[config.mk]
export PLATFORM = sky130hd
export DESIGN_NAME = tree_node_loader
export DESIGN_NICKNAME = d
export VERILOG_FILES = /design/src/rtl/tree_node_loader.sv
export SDC_FILE = /design/constraint.sdc
export NUM_CORES = 1
export LEC_CHECK = 0
export ABC_CLOCK_PERIOD_IN_PS = 1800
export BUFFER_PORTS_ARGS = -buffer_cell sky130_fd_sc_hd__buf_2
export CELL_PAD_IN_SITES_DETAIL_PLACEMENT = 0
export CELL_PAD_IN_SITES_GLOBAL_PLACEMENT = 1
export CORE_MARGIN = 5
export CORE_UTILIZATION = 35
export DETAILED_ROUTE_END_ITERATION = 16
export PLACE_DENSITY_LB_ADDON = 0.1
export RECOVER_POWER = 25
export SETUP_SLACK_MARGIN = 0.2
export SYNTH_ARGS = -nofsm -noshare
export SYNTH_HDL_FRONTEND = slang
export SYNTH_SLANG_ARGS = --single-unit
[constraint.sdc]
create_clock -name clk -period 1.8 [get_ports clk]
set_input_delay 0.36 -clock clk [delete_from_list [all_inputs] [get_ports clk]]
set_output_delay 0.36 -clock clk [all_outputs]
set_load 0.1 [all_outputs]
[src/rtl/tree_node_loader.sv]
// tree_node_loader: accepts packed node words and replays each as four per-field writes to the tree evaluator.
// Optional build macro TREE_LOADER_ORDER_CHECK_EN adds the sticky err_order output.
module tree_node_loader #(
   parameter int W_ADDR   = 10,
   parameter int W_DATA   = 12,
   parameter int W_ACTION = 3,
   parameter int W_REWARD = 12,
   parameter int W_WEIGHT = 7
) (
   input  logic              clk,
   input  logic              rst,
   input  logic              s_valid,
   output logic              s_ready,
   input  logic [31:0]       s_data,
   input  logic              s_last,
   output logic              mem_par,
   output logic              mem_act,
   output logic              mem_rew,
   output logic              mem_weight,
   output logic [W_ADDR-1:0] mem_addr,
   output logic [W_DATA-1:0] mem_data,
   output logic              conf_nodes,
   output logic [W_ADDR-1:0] conf_data,
   output logic              load_done,
   output logic              busy,
   output logic              err_ovf,
   input  logic              err_clr
`ifdef TREE_LOADER_ORDER_CHECK_EN
   ,
   output logic              err_order
`endif
);

   localparam logic [2:0] S_IDLE   = 3'd0;
   localparam logic [2:0] S_WR_PAR = 3'd1;
   localparam logic [2:0] S_WR_ACT = 3'd2;
   localparam logic [2:0] S_WR_REW = 3'd3;
   localparam logic [2:0] S_WR_WGT = 3'd4;
   localparam logic [2:0] S_CONF   = 3'd5;
   localparam logic [2:0] S_DONE   = 3'd6;
   localparam logic [2:0] S_DRAIN  = 3'd7;

   localparam int OFS_REW = W_WEIGHT;
   localparam int OFS_ACT = OFS_REW + W_REWARD;
   localparam int OFS_PAR = OFS_ACT + W_ACTION;

   // Highest usable node address; a frame still running here is forced to end.
   localparam logic [W_ADDR-1:0] LAST_ADDR = {{(W_ADDR-1){1'b1}}, 1'b0};

   logic [2:0]        state_reg, state_next;
   logic [W_ADDR-1:0] count_reg;
   logic [31:0]       hold_reg;
   logic              last_reg;
   logic              drain_reg;
   logic              err_ovf_reg;
   logic              accept;
   logic              idle_accept;
   logic              at_limit;
   logic [3:0]        field_strobe;
   logic [W_DATA-1:0] field_data;

   assign s_ready     = ((state_reg == S_IDLE) || (state_reg == S_DRAIN)) && !rst;
   assign accept      = s_valid && s_ready;
   assign idle_accept = accept && (state_reg == S_IDLE);
   assign at_limit    = (count_reg == LAST_ADDR);

   always_comb begin
      state_next = state_reg;
      case (state_reg)
         S_IDLE:   if (idle_accept) state_next = S_WR_PAR;
         S_WR_PAR: state_next = S_WR_ACT;
         S_WR_ACT: state_next = S_WR_REW;
         S_WR_REW: state_next = S_WR_WGT;
         S_WR_WGT: state_next = last_reg ? S_CONF : S_IDLE;
         S_CONF:   state_next = S_DONE;
         S_DONE:   state_next = drain_reg ? S_DRAIN : S_IDLE;
         S_DRAIN:  if (accept && s_last) state_next = S_IDLE;
         default:  state_next = S_IDLE;
      endcase
   end

   always_ff @(posedge clk) begin
      if (rst) begin
         state_reg   <= S_IDLE;
         count_reg   <= '0;
         hold_reg    <= '0;
         last_reg    <= 1'b0;
         drain_reg   <= 1'b0;
         err_ovf_reg <= 1'b0;
      end else begin
         state_reg <= state_next;
         if (idle_accept) begin
            hold_reg  <= s_data;
            last_reg  <= s_last || at_limit;
            drain_reg <= !s_last && at_limit;
         end
         if ((state_reg == S_WR_WGT) && !last_reg)
            count_reg <= count_reg + W_ADDR'(1);
         else if (state_reg == S_DONE)
            count_reg <= '0;
         // A new overflow outranks a simultaneous clear.
         if (idle_accept && !s_last && at_limit)
            err_ovf_reg <= 1'b1;
         else if (err_clr)
            err_ovf_reg <= 1'b0;
      end
   end

   for (genvar gi = 0; gi < 4; gi++) begin : g_strobe
      assign field_strobe[gi] = (state_reg == (S_WR_PAR + 3'(gi)));
   end

   assign {mem_weight, mem_rew, mem_act, mem_par} = field_strobe;

   always_comb begin
      field_data = '0;
      case (state_reg)
         S_WR_PAR: field_data = W_DATA'(hold_reg[OFS_PAR +: W_ADDR]);
         S_WR_ACT: field_data = W_DATA'(hold_reg[OFS_ACT +: W_ACTION]);
         S_WR_REW: field_data = W_DATA'(hold_reg[OFS_REW +: W_REWARD]);
         S_WR_WGT: field_data = W_DATA'(hold_reg[0 +: W_WEIGHT]);
         default:  field_data = '0;
      endcase
   end

   assign mem_addr   = count_reg;
   assign mem_data   = field_data;
   assign conf_nodes = (state_reg == S_CONF);
   assign conf_data  = conf_nodes ? (count_reg + W_ADDR'(1)) : '0;
   assign load_done  = (state_reg == S_DONE);
   assign busy       = (state_reg != S_IDLE);
   assign err_ovf    = err_ovf_reg;

`ifdef TREE_LOADER_ORDER_CHECK_EN
   logic err_order_reg;

   // Root (address 0) is exempt; every other node must point to an earlier one.
   always_ff @(posedge clk) begin
      if (rst)
         err_order_reg <= 1'b0;
      else if (idle_accept && (count_reg != '0) && (s_data[OFS_PAR +: W_ADDR] >= count_reg))
         err_order_reg <= 1'b1;
      else if (err_clr)
         err_order_reg <= 1'b0;
   end

   assign err_order = err_order_reg;
`endif

endmodule

==> impl_metrics.toml <==
[status]
run_status = "finished, violations left"
violations = "negative setup slack"

[final_layout]
final.fill_count = 399
finish.net_count = 491
n_antenna_cell = 0
areaGrowthSynthToFinish_pct = 122
max_ffs_per_register = 32
finalInstanceArea_um2 = 5290
final_core_util = 0.787
post_route_cells_drive_above_1_share = 0.731

[logic_synthesis]
synth_enable_flop_cells = 0
post-synth-top-count-cell = "sky130_fd_sc_hd__nand2_1"
syn_avg_cell_area_um2 = 7.53
ranking_of_synthesized_cells_by_instance_count = "sky130_fd_sc_hd__nand2_1 (83), sky130_fd_sc_hd__dfxtp_1 (48), sky130_fd_sc_hd__a21oi_1 (44), sky130_fd_sc_hd__nor2_1 (27), sky130_fd_sc_hd__clkbuf_1 (14)"
synth_async_sr_flop_share = 0
register_bit_count_reported_by_yosys = 48
synth.largest_area_cell = "sky130_fd_sc_hd__dfxtp_1"
synth_top_flop_cell = "sky130_fd_sc_hd__dfxtp_1"
syn_nets = 355
ys.warnings.count = 0
yosysSeqAreaShare = 0.404
synth_cells = 316
synth.top_cell.area_share = 0.404
netlist_area_pre_place_um2 = 2380
synth_cell_types = 41
netlist_top_cells_area = "sky130_fd_sc_hd__dfxtp_1 (40%), sky130_fd_sc_hd__nand2_1 (13%), sky130_fd_sc_hd__a21oi_1 (9.2%)"

[sta]
worst-slew-pin-transition_ps = 500
fin_crit_sh = 1.13
period_minus_ws_final_ps = 2030
maximum_clock_frequency_ghz = 0.493
maxSlewViolCount = 0
relSlewSlack = 0.669
finalSetupViolations = 61
fin_worst_skew_ps = 9.23
rsz_0062_raised_after_global_routing = "true"
setup_slack_ps = -229
fin_hold_ws_ps = 281
final-hold-violation-count = 0

[pwr]
power_mw = 2.69
cellPowerDensity_nw_per_um2 = 509
p_leak_nw = 2.09
ir_drop_mv = 0.369

[cts]
cts_tree = "built"
clk_transition_reported_paths_ps = 90
clkSinkCount = 48
clock_latency_ps = 310
clk_path_buf_depth = 2
cts_inserted_buffers = 5
h-tree-depth = 2
cts.root.buffer_cell = "sky130_fd_sc_hd__clkbuf_8"

[critical_path]
req_time_crit_path_ps = 1440
timing.setup.critical_path_class = "flop to primary output"
worst_setup_path_start_kind = "flop"
critPathArrivalTime_ps = 1670
crit_path_end_kind = "primary output"
critical_path_peak_fanout = 4

[flow_run]
maxCapViolCount = 0

[detailed_routing]
wire_per_inst_um = 18.1
detail_route.vias_per_cell = 5.27
wl_um = 9650
ant_nets = 0
drc_marker_count_from_the_first_detailed_route_iteration = 106
via_count = 2811
first_pass_iters = 4
post_route_drc_violation_count = 0

[global_route]
grt_pass1_wl_um = 13300
grt_antenna_before_repair = 0
largest_net_degree_at_the_start_of_global_routing = 49
grt_pass1_vias = 2684
grt_overflow_total = 0
grt_util_all_layers = 0.193

[die]
initial_core_util = 0.354
fp.coreArea_um2 = 6720
placementRows = 30
num_io_pins = 78
design.die.area_um2 = 8550
die_height_um = 92.5
fp.dieW_um = 92.5

[placement]
place_hpwl_um = 4920
gp_routability_congestion = 0.828
dpl_cell_area_um2 = 3770
pre_cts_ws_ps = -1.15
buffer_ports.inserted = 77

[hold_path]
hold_path_class = "input pin to flop"
==> critical path, cell delays in order, from the launching register on <==
cell	delay, ps
sky130_fd_sc_hd__dfxtp_4	370
sky130_fd_sc_hd__nand4_1	130
sky130_fd_sc_hd__buf_6	160
sky130_fd_sc_hd__or2_4	260
sky130_fd_sc_hd__xnor2_4	140
sky130_fd_sc_hd__nor2_4	130
sky130_fd_sc_hd__buf_12	180
==> final timing paths <==
kind | start | endpoint | slack, ps | depth (start not counted)
setup / recovery | mem_addr[3] | conf_data[5] | -230 | 6
hold / removal | s_data[3] | hold_reg[3] | 280 | 3
setup reg to reg | state_reg[1] | hold_reg[9] | -190 | 9
hold reg to reg | hold_reg[23] | hold_reg[23] | 460 | 2
==> cells in the final DEF, fill, tap and decap left out, types with 3 or more instances in the layout <==
| cell | n |
|---|---|
| sky130_fd_sc_hd__a21oi_1 | 5 |
| sky130_fd_sc_hd__a21oi_2 | 40 |
| sky130_fd_sc_hd__and3_4 | 3 |
| sky130_fd_sc_hd__buf_12 | 39 |
| sky130_fd_sc_hd__buf_2 | 43 |
| sky130_fd_sc_hd__buf_4 | 27 |
| sky130_fd_sc_hd__buf_6 | 35 |
| sky130_fd_sc_hd__clkbuf_16 | 3 |
| sky130_fd_sc_hd__clkbuf_8 | 6 |
| sky130_fd_sc_hd__dfxtp_1 | 35 |
| sky130_fd_sc_hd__dfxtp_4 | 12 |
| sky130_fd_sc_hd__inv_1 | 3 |
| sky130_fd_sc_hd__mux2i_1 | 7 |
| sky130_fd_sc_hd__mux2i_4 | 3 |
| sky130_fd_sc_hd__nand2_1 | 43 |
| sky130_fd_sc_hd__nand2_2 | 9 |
| sky130_fd_sc_hd__nand2_4 | 31 |
| sky130_fd_sc_hd__nand2b_1 | 3 |
| sky130_fd_sc_hd__nand2b_4 | 3 |
| sky130_fd_sc_hd__nand3_4 | 3 |
| sky130_fd_sc_hd__nand3b_1 | 3 |
| sky130_fd_sc_hd__nor2_1 | 5 |
| sky130_fd_sc_hd__nor2_2 | 3 |
| sky130_fd_sc_hd__nor2_4 | 20 |
| sky130_fd_sc_hd__nor2b_4 | 4 |
| sky130_fd_sc_hd__nor3_4 | 3 |
| sky130_fd_sc_hd__o21ai_4 | 7 |
| sky130_fd_sc_hd__xnor2_4 | 3 |
==> layout make-up <==
type / instances / area, um2 / share of cell area
Sequential cell: 48 / 1010 / 0.191
Inverter: 6 / 28.8 / 0.00545
Clock inverter: 1 / 6.26 / 0.00118
Multi-Input combinational cell: 240 / 2310 / 0.437
Tap cell: 80 / 100 / 0.0189
Clock buffer: 7 / 86.3 / 0.0163
Timing Repair Buffer: 151 / 1750 / 0.330
==> metal layers <==
metal	global-route usage	vias up	wire length [um]
met1	0.248	1374	4060
met2	0.326	85	4920
met4	0.0606	0	249
met5	0	-	0
met3	0.0374	25	424
li1	-	1327	-
==> cell families after synthesis <==
group                      count (synthesis)  share of synthesized area
muxes                                     12                     0.0515
xor gates and xnor gates                   9                     0.0331
DFF                                       48                      0.404
adders and majority gates                  2                     0.0105
AOI/OAI and AO/OA                         65                      0.151
buffers and inverters                     28                     0.0510
and+or+nand+nor                          152                      0.299
==> stage by stage <==
step / cells / setup TNS, ps
floorplan: 316 / -6400
global placement: 473 / 0
detailed placement: 473 / -1.15
CTS: 515 / -2420
global route: 533 / -9140
finish: 533 / -6740
==> timing repair <==
action / CTS / global route
setup endpoints to repair: 42 / 77
pin swaps: 54 / 79
cloned: 2 / 4
resized for setup: 121 / 103
hold buffers: 0 / 0
endpoints found under the hold margin: 0 / 0
setup buffers: 32 / 14
==> power breakdown <==
part / switching (mW) / total [mW] / internal, mW
Combinational: 0.465 / 0.859 / 0.394
Sequential: 0.0403 / 1.13 / 1.09
Clock: 0.384 / 0.699 / 0.314
Total: 0.890 / 2.69 / 1.80
No activity file was read; power rests on OpenSTA's default activity.
